File: config.mk
export PLATFORM = sky130hd
export DESIGN_NAME = pll_lock_supervisor
export DESIGN_NICKNAME = d
export VERILOG_FILES = /design/src/rtl/pll_lock_supervisor.sv
export SDC_FILE = /design/constraint.sdc
export NUM_CORES = 1
export LEC_CHECK = 0
export ABC_AREA = 0
export CORE_ASPECT_RATIO = 0.6
export CORE_UTILIZATION = 49
export DETAILED_ROUTE_END_ITERATION = 16
export PLACE_DENSITY = 0.78
export SETUP_SLACK_MARGIN = 0.2
export SKIP_CTS_REPAIR_TIMING = 1
export SLEW_MARGIN = 20
export SYNTH_ARGS = -nofsm -noshare
export SYNTH_HDL_FRONTEND = slang
export SYNTH_SLANG_ARGS = --single-unit
File: constraint.sdc
create_clock -name clkin -period 2.1 [get_ports clkin]
set_input_delay 0.42 -clock clkin [delete_from_list [all_inputs] [get_ports clkin]]
set_output_delay 0.42 -clock clkin [all_outputs]
set_load 0.1 [all_outputs]
File: src/rtl/pll_lock_supervisor.sv
`default_nettype none
// ============================================================================
// Module   : pll_lock_supervisor
// Purpose  : Power-up / relock sequencer for a fabric PLL. Runs entirely on
//            the PLL reference clock so it keeps operating while the PLL is
//            unlocked. It pulses the PLL reset, qualifies the raw lock flag,
//            releases a clean system reset after lock has been stable, and
//            re-sequences on lock loss. Repeated lock timeouts end in FAIL.
// Ports    : clkin       - PLL reference clock, the only clock
//            reset_n     - asynchronous active-low reset
//            lock        - raw PLL lock flag, asynchronous to clkin
//            restart     - single-cycle request to re-sequence
//            pll_reset   - active-high reset to the PLL
//            sys_reset_n - active-low reset for the PLL output domain
//            locked      - high only in RUN
//            fail        - high only in FAIL
//            relock_cnt  - saturating count of lock losses seen in RUN
// Options  : PLL_SUP_RELOCK_CNT_EN - when defined, builds the 8-bit relock
//            counter; when undefined, relock_cnt is tied to zero.
// Revision : 1.0 - initial release
// ============================================================================
module pll_lock_supervisor #(
  parameter int unsigned RST_CYCLES   = 100,
  parameter int unsigned LOCK_TIMEOUT = 100000,
  parameter int unsigned LOCK_STABLE  = 1024,
  parameter int unsigned MAX_RETRY    = 7
) (
  input  logic       clkin,
  input  logic       reset_n,
  input  logic       lock,
  input  logic       restart,
  output logic       pll_reset,
  output logic       sys_reset_n,
  output logic       locked,
  output logic       fail,
  output logic [7:0] relock_cnt
);

  // --------------------------------------------------------------------------
  // Counter widths and terminal values
  // --------------------------------------------------------------------------
  localparam int unsigned c_RST_W   = $clog2(RST_CYCLES) + 1;
  localparam int unsigned c_TO_W    = $clog2(LOCK_TIMEOUT) + 1;
  localparam int unsigned c_STB_W   = $clog2(LOCK_STABLE) + 1;
  localparam int unsigned c_RETRY_W = $clog2(MAX_RETRY) + 1;

  // Each phase ends on its N-th cycle, i.e. when the count reads N-1.
  localparam logic [c_RST_W-1:0]   c_RST_LAST  = c_RST_W'(RST_CYCLES - 1);
  localparam logic [c_TO_W-1:0]    c_TO_LAST   = c_TO_W'(LOCK_TIMEOUT - 1);
  localparam logic [c_STB_W-1:0]   c_STB_LAST  = c_STB_W'(LOCK_STABLE - 1);
  localparam logic [c_RETRY_W-1:0] c_RETRY_MAX = c_RETRY_W'(MAX_RETRY);

  typedef enum logic [2:0] {
    S_RESET_PLL = 3'd0,
    S_WAIT_LOCK = 3'd1,
    S_STABLE    = 3'd2,
    S_RUN       = 3'd3,
    S_FAIL      = 3'd4
  } state_t;

  // --------------------------------------------------------------------------
  // Signals
  // --------------------------------------------------------------------------
  logic                 r_lock_meta;
  logic                 r_lock_s;

  state_t               r_state;
  state_t               w_next_state;

  logic [c_RST_W-1:0]   r_rst_cnt;
  logic [c_TO_W-1:0]    r_to_cnt;
  logic [c_STB_W-1:0]   r_stb_cnt;
  logic [c_RETRY_W-1:0] r_retry;
  logic [c_RETRY_W-1:0] w_retry_next;

  logic                 r_pll_reset;
  logic                 r_sys_reset_n;
  logic                 r_locked;
  logic                 r_fail;

  // --------------------------------------------------------------------------
  // Lock synchronizer: lock is generated in the PLL domain and is treated as
  // fully asynchronous. Only r_lock_s is used by the sequencer.
  // --------------------------------------------------------------------------
  always_ff @(posedge clkin or negedge reset_n) begin
    if (!reset_n) begin
      r_lock_meta <= 1'b0;
      r_lock_s    <= 1'b0;
    end else begin
      r_lock_meta <= lock;
      r_lock_s    <= r_lock_meta;
    end
  end

  // --------------------------------------------------------------------------
  // State register
  // --------------------------------------------------------------------------
  always_ff @(posedge clkin or negedge reset_n) begin
    if (!reset_n) begin
      r_state <= S_RESET_PLL;
    end else begin
      r_state <= w_next_state;
    end
  end

  // --------------------------------------------------------------------------
  // Next-state and retry logic. restart overrides everything, including a
  // lock loss in the same cycle.
  // --------------------------------------------------------------------------
  always_comb begin
    w_next_state = r_state;
    w_retry_next = r_retry;
    if (restart) begin
      w_next_state = S_RESET_PLL;
      w_retry_next = '0;
    end else begin
      case (r_state)
        S_RESET_PLL: begin
          if (r_rst_cnt == c_RST_LAST) begin
            w_next_state = S_WAIT_LOCK;
          end
        end
        S_WAIT_LOCK: begin
          // A lock seen on the final timeout cycle still wins.
          if (r_lock_s) begin
            w_next_state = S_STABLE;
          end else if (r_to_cnt == c_TO_LAST) begin
            w_retry_next = r_retry + 1'b1;
            if (w_retry_next == c_RETRY_MAX) begin
              w_next_state = S_FAIL;
            end else begin
              w_next_state = S_RESET_PLL;
            end
          end
        end
        S_STABLE: begin
          // A glitch returns to WAIT_LOCK without costing a retry.
          if (!r_lock_s) begin
            w_next_state = S_WAIT_LOCK;
          end else if (r_stb_cnt == c_STB_LAST) begin
            w_next_state = S_RUN;
            w_retry_next = '0;
          end
        end
        S_RUN: begin
          if (!r_lock_s) begin
            w_next_state = S_RESET_PLL;
          end
        end
        S_FAIL: begin
          w_next_state = S_FAIL;
        end
        default: begin
          w_next_state = S_RESET_PLL;
        end
      endcase
    end
  end

  // --------------------------------------------------------------------------
  // Phase timers. Each counter is held at zero outside its own state, so it
  // always starts from zero on entry; restart also zeroes them so a restart
  // issued while already in RESET_PLL gives a full-width reset pulse.
  // --------------------------------------------------------------------------
  always_ff @(posedge clkin or negedge reset_n) begin
    if (!reset_n) begin
      r_rst_cnt <= '0;
      r_to_cnt  <= '0;
      r_stb_cnt <= '0;
      r_retry   <= '0;
    end else begin
      r_retry <= w_retry_next;

      if (restart || (r_state != S_RESET_PLL)) begin
        r_rst_cnt <= '0;
      end else begin
        r_rst_cnt <= r_rst_cnt + 1'b1;
      end

      if (restart || (r_state != S_WAIT_LOCK)) begin
        r_to_cnt <= '0;
      end else begin
        r_to_cnt <= r_to_cnt + 1'b1;
      end

      if (restart || (r_state != S_STABLE)) begin
        r_stb_cnt <= '0;
      end else begin
        r_stb_cnt <= r_stb_cnt + 1'b1;
      end
    end
  end

  // --------------------------------------------------------------------------
  // Registered outputs, decoded from the next state so they line up with the
  // state register. sys_reset_n can only be high while in RUN.
  // --------------------------------------------------------------------------
  always_ff @(posedge clkin or negedge reset_n) begin
    if (!reset_n) begin
      r_pll_reset   <= 1'b1;
      r_sys_reset_n <= 1'b0;
      r_locked      <= 1'b0;
      r_fail        <= 1'b0;
    end else begin
      r_pll_reset   <= (w_next_state == S_RESET_PLL) || (w_next_state == S_FAIL);
      r_sys_reset_n <= (w_next_state == S_RUN);
      r_locked      <= (w_next_state == S_RUN);
      r_fail        <= (w_next_state == S_FAIL);
    end
  end

  assign pll_reset   = r_pll_reset;
  assign sys_reset_n = r_sys_reset_n;
  assign locked      = r_locked;
  assign fail        = r_fail;

  // --------------------------------------------------------------------------
  // Relock counter: counts RUN->RESET_PLL transitions caused by lock loss.
  // A restart in the same cycle is not a lock loss.
  // --------------------------------------------------------------------------
`ifdef PLL_SUP_RELOCK_CNT_EN
  logic       w_lock_loss;
  logic [7:0] r_relock_cnt;

  assign w_lock_loss = (r_state == S_RUN) && !r_lock_s && !restart;

  always_ff @(posedge clkin or negedge reset_n) begin
    if (!reset_n) begin
      r_relock_cnt <= 8'd0;
    end else if (w_lock_loss && (r_relock_cnt != 8'hFF)) begin
      r_relock_cnt <= r_relock_cnt + 8'd1;
    end
  end

  assign relock_cnt = r_relock_cnt;
`else
  assign relock_cnt = 8'd0;
`endif

endmodule
`default_nettype wire

* Word level (Yosys, flattened, before mapping)
Index checks and enable logic that the tools add are counted.
** Storage, ports and cells
- Register bits :: 49
- Word-level logic and storage cells :: 57
- Input bits :: 4
- Output and inout port bits :: 12
** Cells by class
- Reductions and logical operators :: 9
- $add $sub $neg :: 4
- Muxes and demuxes :: 18
- Eq/ne operators :: 16
** Operator list (number)
- 2-to-1 mux 3 bit :: 8
- 2-to-1 mux 4 bit :: 5
- adder 18 x 1 -> 18 bit, second input constant :: 1
- equality test 18 x 17 -> 1 bit, second input constant :: 1
- 2-to-1 mux 18 bit :: 1
- one-hot mux 3 bit (5 select lines) :: 1
- inequality test 3 bit, second input constant :: 4
- adder 11 x 1 -> 11 bit, second input constant :: 1
- equality test 11 x 10 -> 1 bit, second input constant :: 1
- 2-to-1 mux 11 bit :: 1
- equality test 3 x 2 -> 1 bit, second input constant :: 3
- adder 8 x 1 -> 8 bit, second input constant :: 1
- equality test 8 x 7 -> 1 bit, second input constant :: 1
- 2-to-1 mux 8 bit :: 1
- one-hot mux 4 bit (2 select lines) :: 1
- equality test 3 bit, second input constant :: 2
- zero test 3 bit :: 2
- nonzero test 3 bit :: 2
- AND reduction 5 bit :: 1
- adder 4 x 1 -> 4 bit, second input constant :: 1
- equality test 4 x 3 -> 1 bit, second input constant :: 1
- logical OR 1 bit :: 4
- equality test 3 x 1 -> 1 bit, second input constant :: 1
- inequality test 3 x 1 -> 1 bit, second input constant :: 1
- inequality test 3 x 2 -> 1 bit, second input constant :: 1

* Logic depth before layout (Yosys ltp)
Gate-level depths: netlist of run 1.
- Word-level depth :: 9
- Gate-level depth with buffers :: 6
- Gate-level depth less buffers :: 6

* Worst setup path before layout of run 1
No wires, ideal clock.
- Path type :: register -> register
- Start point :: register r_to_cnt[14]
- End point :: register r_state[0]
- Path buffers :: 0
- Cell stages (with the launch flop) :: 6
- Data arrival time :: 1.706 ns
- Path slack :: 0.257 ns
- Data required time :: 1.963 ns
- Clock period less this slack :: 1.843 ns
- Path through :: dfrtp_1 > or4_4 > nor4_4 > a2111oi_0 > a311oi_1 > a211oi_1
** Between the ends
- Word-level cells in the longest chain between the ends :: 5
** RTL lines
- start: declaration :: RTL line 71 : logic [c_TO_W-1:0] r_to_cnt;
- start signal: assignment :: RTL line 183 : r_to_cnt <= r_to_cnt + 1'b1;
- equality test 18 x 17 -> 1 bit :: RTL line 127 : end else if (r_to_cnt == c_TO_LAST) begin
- 2-to-1 mux 3 bit :: RTL line 127
- 2-to-1 mux 3 bit :: RTL line 125 : if (r_lock_s) begin
- one-hot mux 3 bit (5 select lines) :: RTL line 117 : case (r_state)
- 2-to-1 mux 3 bit :: RTL line 113 : if (restart) begin
- via w_next_state[0] :: RTL line 68 : state_t w_next_state;
- end signal: assignment :: RTL line 102 : r_state <= w_next_state;
- end: declaration :: RTL line 67 : state_t r_state;
The timed path passes the listed nets, and every way through them passes these cells.
A chain may end at the register's enable or synchronous reset.

* Final worst setup path of run 1
- Start point :: register r_to_cnt[11]
- End point :: register r_state[2]
The elaborated chain is that of the path after synthesis.

==> summary.md, run 1 <==
| Metric | Value |
|---|---|
| Post-synthesis sequential area ratio | `50.31%` |
| Vias | `1716` |
| DP HPWL | `3122 um` |
| First DRT Iteration DRCs | `129` |
| Global-route wire length before repair | `7314 um` |
| Min Clock Period, post-route | `1.958 ns` |
| Core Footprint | `4683 um^2` |
| Syn. warnings | `0` |
| Netlist Area Pre-Place | `2440 um^2` |
| Remaining DRCs | `0` |
| Worst path required time | `2.33 ns` |
| RSZ-0062 raised after global routing | `true` |
| Final instance area | `2704 um^2` |
| Register share of total power | `58.9%` |
| Post-synth EDFFs | `0` |
| CTS Sinks | `49` |
| Post-route ant nets | `0` |
| GR Layer Usage met3 | `5.285%` |
| M1 GR Usage | `30.04%` |
| Final wirelength | `4280 um` |
| # IOs | `16` |
| Top post-synthesis cells by area | `dfrtp_1, xor2_1, nor2_1` |
| Commonest non-fill, non-tap cell in the layout | `dfrtp_1` |
| Clk pwr share | `34.5%` |
| Synthesized netlist cell count | `247` |
| Met2 usage | `22.27%` |
| Worst hold path type | `input pin to async pin` |
| CP max-delay cell | `or4_4` |
| Comb pwr share | `6.7%` |
| Grt ovf | `0` |
| CTS buffer count | `5` |
| Clock buffer depth | `2` |
| Gr usage total | `18.39%` |
| Layout area overhead | `10.82%` |
| CTS tree | `done` |
| Max-cap violations | `0` |
| Post-synth top flop | `dfrtp_1` |
| Clk_lat worst skew | `0.30 ns` |
| Register-to-register setup slack | `0.14 ns` |
| Critical path arrival | `2.19 ns` |
| Status | `finished, final reports clean` |
| Final Hold Viols | `0` |
| Largest stage delay, worst path | `0.51 ns` |
| Reg2reg start | `r_to_cnt[11]$_DFF_PN0_` |
| Fin Setup TNS | `0 ns` |
| Critical path capture point type | `flip-flop` |
| Die X | `93.10 um` |
| Synthesized area per cell | `9.878 um^2` |
| Core Util, Final | `57.73%` |
| Fin. max-slew vios | `0` |
| Synth cell types | `45` |
| Vias per inst | `5.248` |
| Ant diodes | `0` |
| GR peak layer | `met1` |
| Max VDD drop | `0.3041 mV` |
| DR pass1 iterations | `4` |
| Net Sw Power | `392.9 uW` |
| Setup Skew | `0.008052 ns` |
| Initial Utilization | `52.10%` |
| Root Buffer | `clkbuf_8` |
| Crit share post-route | `93.25%` |
| Most area-hungry cell type in the Yosys netlist | `dfrtp_1` |
| R2R depth | `5` |
| Antenna violations before repair | `0` |
| Nets | `272` |
| Switch share | `24.14%` |
| Achievable Freq | `510.6 MHz` |
| Crit path max fanout | `6` |
| Worst path buffer plus inverter count | `0` |
| Reg clk slew, reported paths | `0.08 ns` |
| Delay-heaviest family, CP | `simple AND/OR/NAND/NOR gates` |
| Share of cells above drive strength 1 | `13.64%` |
| Share of flip-flops with an asynchronous set or reset | `100.0%` |
| Setup CP Type | `flip-flop to flip-flop` |
| RR Endpoint | `r_state[2]$_DFF_PN0_` |
| Most frequent cells in the layout | `dfrtp_1, nor2_1, xor2_1, nand3_1, nand2_1` |
| Cell Area, Placed | `2571 um^2` |
| CTS H-tree depth | `2` |
| Leakage | `0.001142 uW` |
| GPL Wtd Cong | `0.7740` |
| Vias in the first global route | `1516` |
| Critical-path cell list | `or4_4 > nor4_4 > nor3b_4 > nand3_2 > a21oi_2` |
| Startpoint Class | `flip-flop` |
| Pin count of the biggest net entering global routing | `31` |
| Int Pwr | `1235 uW` |
| PortBufs | `7` |
| Die area | `5275 um^2` |
| WL/cell | `13.09 um` |
| Die Span Y | `56.66 um` |
| Pwr/cell area | `601.9 nW/um^2` |
| Flops & latches, synth | `49` |
| Design Power | `1627 uW` |
| Top cell type's share of synthesized area | `49.23%` |
| Hold_ws | `0.06360 ns` |
| Final setup fails | `0` |
| Core Rows | `19` |
worst register-to-register path, stage by stage, from the launching register on:
cell and delay [ns]:
dfrtp_1 0.43, or4_4 0.51, nor4_4 0.31, nor3b_4 0.35
nand3_2 0.16, a21oi_2 0.14
cell usage after synthesis (2+ instances only):
master / n
nor2_1: 40
inv_1: 9
clkbuf_1: 4
nor2b_1: 2
and2_1: 2
nor3_1: 4
buf_4: 9
nor4_1: 2
ha_1: 5
nand2_1: 14
nand3_1: 17
or3_1: 5
o21ai_1: 2
xnor2_1: 12
o22ai_1: 2
xor2_1: 18
and3_1: 5
o21ai_0: 5
nand4_1: 7
nand2b_1: 3
dfrtp_1: 48
a21oi_1: 9
power by group through the flow:
| stage | combinational (uW) | clock [uW] | sequential [uW] |
|---|---|---|---|
| global route | 117 | 636 | 960 |
| finish | 108 | 561 | 958 |
| CTS | 110 | 585 | 958 |
| floorplan | 87.1 | 0 | 975 |
| global placement | 109 | 0 | 977 |
| detailed placement | 109 | 0 | 977 |
final cells by class:
cell class | count | area [um^2]
repair buffers | 16 | 135.1
flip-flops and latches | 49 | 1227
well taps | 63 | 78.83
inverters | 9 | 33.78
clock buffers | 8 | 90.09
multi-input cells | 182 | 1139
fillers | 417 | 1979
cell families after synthesis:
family / synth area share (%)
xor+xnor: 10.77
fa+ha+maj: 2.564
buf+inv: 5.230
simple gates: 24.46
compound gates: 6.103
flops: 50.31
mux: 0.4103
other cells: 0.1537
state kept, by name (all words and copies together) (netlist names):
register / cells
fail: 1
locked: 1
pll_reset: 1
r_lock_meta: 1
r_lock_s: 1
r_retry: 4
r_rst_cnt: 8
r_state: 3
r_stb_cnt: 11
r_to_cnt: 18
per-layer routing:
layer  share of wire, %  routed length [um]
met5                  0                   0
met2                 38                1613
met4                1.2                  52
met3                5.1                 217
met1                 56                2396
stage by stage:
stage | cells | worst slack (ns)
2_1_floorplan | 254 | 0.2572
3_3_place_gp | 317 | 0.1421
3_5_place_dp | 317 | 0.07248
4_1_cts | 325 | 0.06102
5_1_grt | 327 | 0.02392
6_report | 327 | 0.1417
how the worst max path moves through the flow:
| stage | cells after the start | to | start | slack [ns] |
|---|---|---|---|---|
| floorplan | 5 | r_state[0]$_DFF_PN0_ | r_to_cnt[14]$_DFF_PN0_ | 0.26 |
| global placement | 6 | r_retry[0]$_DFFE_PN0P_ | r_stb_cnt[0]$_DFF_PN0_ | 0.14 |
| detailed placement | 5 | r_state[0]$_DFF_PN0_ | r_to_cnt[11]$_DFF_PN0_ | 0.07 |
| CTS | 5 | r_state[0]$_DFF_PN0_ | r_to_cnt[11]$_DFF_PN0_ | 0.06 |
| global route | 5 | r_state[2]$_DFF_PN0_ | r_to_cnt[11]$_DFF_PN0_ | 0.02 |
| finish | 5 | r_state[2]$_DFF_PN0_ | r_to_cnt[11]$_DFF_PN0_ | 0.14 |
(Power assumes the default switching activity.)
==> inputs of run 2 (changes only) <==
--- a/config.mk
+++ b/config.mk
@@ -12,7 +12,7 @@
 export PLACE_DENSITY = 0.78
 export SETUP_SLACK_MARGIN = 0.2
 export SKIP_CTS_REPAIR_TIMING = 1
-export SLEW_MARGIN = 20
+export SLEW_MARGIN = 15
 export SYNTH_ARGS = -nofsm -noshare
 export SYNTH_HDL_FRONTEND = slang
 export SYNTH_SLANG_ARGS = --single-unit
==> constraint.sdc (replaced) <==
create_clock -name clkin -period 2.26 [get_ports clkin]
set_input_delay 0.452 -clock clkin [delete_from_list [all_inputs] [get_ports clkin]]
set_output_delay 0.452 -clock clkin [all_outputs]
set_load 0.1 [all_outputs]
==> run 2 against run 1 <==
Compared with the run above:
- first-iteration DRC count fell by 13%
- fmax fell by 0.85%
- wire length rose by 2.2%
- total power rose by 1.1%
- cell count fell by 0.92%
- setup slack improved by 0.14 ns
- clock-buffer cell count fell by 2
- die area did not move
- worst hold slack improved by 0.051 ns
- clock power rose by 16%
- critical path type unchanged
==> summary.md, run 2 (synthesized netlist as in run 1, its figures left out) <==
| Metric | Value |
|---|---|
| Cell Area, Placed | `2549 um^2 (-0.88%)` |
| Global-route wire length before repair | `7762 um (+6.1%)` |
| Core Util, Final | `57.65% (-0.080 points)` |
| Setup CP Type | `flip-flop to flip-flop` |
| RSZ-0062 raised after global routing | `true` |
| Startpoint Class | `flip-flop` |
| Achievable Freq | `506.3 MHz (-0.85%)` |
| Clk_lat worst skew | `0.31 ns (about the same)` |
| Vias in the first global route | `1577 (+4.0%)` |
| # IOs | `16 (unchanged)` |
| Clk pwr share | `39.7% (+5.2 points)` |
| WL/cell | `13.50 um (+3.2%)` |
| Crit share post-route | `87.39% (-5.9 points)` |
| Die X | `93.10 um (unchanged)` |
| Leakage | `0.001138 uW (-0.33%)` |
| Critical path capture point type | `flip-flop` |
| Fin. max-slew vios | `0 (unchanged)` |
| DP HPWL | `2980 um (-4.6%)` |
| PortBufs | `7 (unchanged)` |
| Post-route ant nets | `0 (unchanged)` |
| Min Clock Period, post-route | `1.975 ns (+0.01670 ns)` |
| Gr usage total | `19.44% (+1.0 points)` |
| CTS H-tree depth | `2 (unchanged)` |
| Die area | `5275 um^2 (unchanged)` |
| Fin Setup TNS | `0 ns (unchanged)` |
| Final wirelength | `4375 um (+2.2%)` |
| CTS tree | `done` |
| Largest regs | `r_to_cnt: 18 flops, r_stb_cnt: 11 flops, r_rst_cnt: 8 flops` |
| Net Sw Power | `388.5 uW (-1.1%)` |
| Status | `finished, final reports clean` |
| Most frequent cells in the layout | `dfrtp_1, nor2_1, xor2_1, nand3_1, nand2_1` |
| CTS Sinks | `49 (unchanged)` |
| R2R depth | `5 (unchanged)` |
| Final instance area | `2700 um^2 (-0.14%)` |
| Ant diodes | `0 (unchanged)` |
| Max VDD drop | `0.3581 mV (+18%)` |
| Share of cells above drive strength 1 | `12.64% (-0.99 points)` |
| CTS buffer count | `5 (unchanged)` |
| Crit path max fanout | `4 (-2)` |
| Max-cap violations | `0 (unchanged)` |
| Layout area overhead | `10.67%` |
| Initial Utilization | `52.10% (unchanged)` |
| Register share of total power | `54.2% (-4.7 points)` |
| Clock buffer depth | `2 (unchanged)` |
| Remaining DRCs | `0 (unchanged)` |
| Register-to-register setup slack | `0.28 ns (+0.14 ns)` |
| Reg clk slew, reported paths | `0.09 ns (about the same)` |
| Final Hold Viols | `0 (unchanged)` |
| Fillers | `391 (-6.2%)` |
| Most flop-heavy register | `r_to_cnt` |
| Die Span Y | `56.66 um (unchanged)` |
| Vias | `1706 (-0.58%)` |
| Core Footprint | `4683 um^2 (unchanged)` |
| Comb pwr share | `6.1% (-0.6 points)` |
| Pwr/cell area | `609.3 nW/um^2 (+1.2%)` |
| Switch share | `23.61% (-0.52 points)` |
| First DRT Iteration DRCs | `112 (-13%)` |
| Multi-input gate area in the final layout | `1126 um^2 (-1.1%)` |
| GPL Wtd Cong | `0.7830 (+1.2%)` |
| Worst hold path type | `input pin to async pin` |
| DR pass1 iterations | `4 (unchanged)` |
| Nets | `269 (-1.1%)` |
| Vias per inst | `5.265 (+0.34%)` |
| Antenna violations before repair | `0 (unchanged)` |
| Register area | `1229 um^2 (+0.10%)` |
| Int Pwr | `1257 uW (+1.8%)` |
| Grt ovf | `0 (unchanged)` |
| Pin count of the biggest net entering global routing | `50 (+61%)` |
| Final setup fails | `0 (unchanged)` |
| Commonest non-fill, non-tap cell in the layout | `dfrtp_1` |
| Number of flip-flops in the largest register | `18 (unchanged)` |
| Worst path required time | `2.44 ns (+0.11 ns)` |
| Setup Skew | `0.007112 ns (-0.0009398 ns)` |
| Critical path arrival | `2.15 ns (-0.04 ns)` |
| Root Buffer | `clkbuf_8` |
| Core Rows | `19 (unchanged)` |
-- run 2: critical path, cell delays in order (launching register included) --
cell	delay, ns
dfrtp_1	0.42
or4_4	0.54
nor4_4	0.33
a2111oi_1	0.13
a311oi_1	0.31
nor2b_1	0.12
-- run 2: metrics by stage --
step           instances  setup slack (ns)  hold WS (ns)  total power, uW
2_1_floorplan        254            0.4172        0.1564            986.7
3_3_place_gp         314            0.2849        0.3351             1008
3_5_place_dp         314            0.2142        0.3535             1009
4_1_cts              322            0.1972        0.1230             1665
5_1_grt              324            0.1985        0.1262             1709
6_report             324            0.2850        0.1149             1645
-- run 2: area by class of cell --
type | instances | share of cell area [%]
Sequential cell | 49 | 45.51
Inverter | 9 | 1.251
Tap cell | 63 | 2.919
Clock buffer | 6 | 3.058
Timing Repair Buffer | 13 | 4.171
Multi-Input combinational cell | 182 | 41.71
Clock inverter | 2 | 1.390
-- run 2: routing by layer --
layer | track usage (%) | part of all wire (%) | routed length [um]
met1 | 31.32 | 54 | 2359
met2 | 24.68 | 40 | 1745
met3 | 5.014 | 5.4 | 237
met4 | 6.593 | 0.75 | 33
met5 | 0 | 0 | 0
-- run 2: power groups by stage --
stage	registers (uW)	logic, uW	clock network, uW
CTS	891	101	673
detailed placement	908	101	0
finish	891	101	653
global route	893	109	708
floorplan	906	80.9	0
global placement	908	100	0
-- run 2: path summary, 6_finish.rpt --
kind,startpoint,end
max,r_to_cnt[8]$_DFF_PN0_,locked$_DFF_PN0_
min,reset_n,r_rst_cnt[6]$_DFF_PN0_
max reg2reg,r_to_cnt[8]$_DFF_PN0_,locked$_DFF_PN0_
min reg2reg,r_lock_meta$_DFF_PN0_,r_lock_s$_DFF_PN0_
max in group asynchronous,reset_n,pll_reset$_DFF_PN1_
min in group clkin,r_lock_meta$_DFF_PN0_,r_lock_s$_DFF_PN0_
==> inputs of run 3 (changes only) <==
--- a/config.mk
+++ b/config.mk
@@ -6,6 +6,7 @@
 export NUM_CORES = 1
 export LEC_CHECK = 0
 export ABC_AREA = 0
+export CAP_MARGIN = 20
 export CORE_ASPECT_RATIO = 0.6
 export CORE_UTILIZATION = 49
 export DETAILED_ROUTE_END_ITERATION = 16
==> results of run 3 <==
No change in the layout: final DEF, timing and power equal those of run 2.
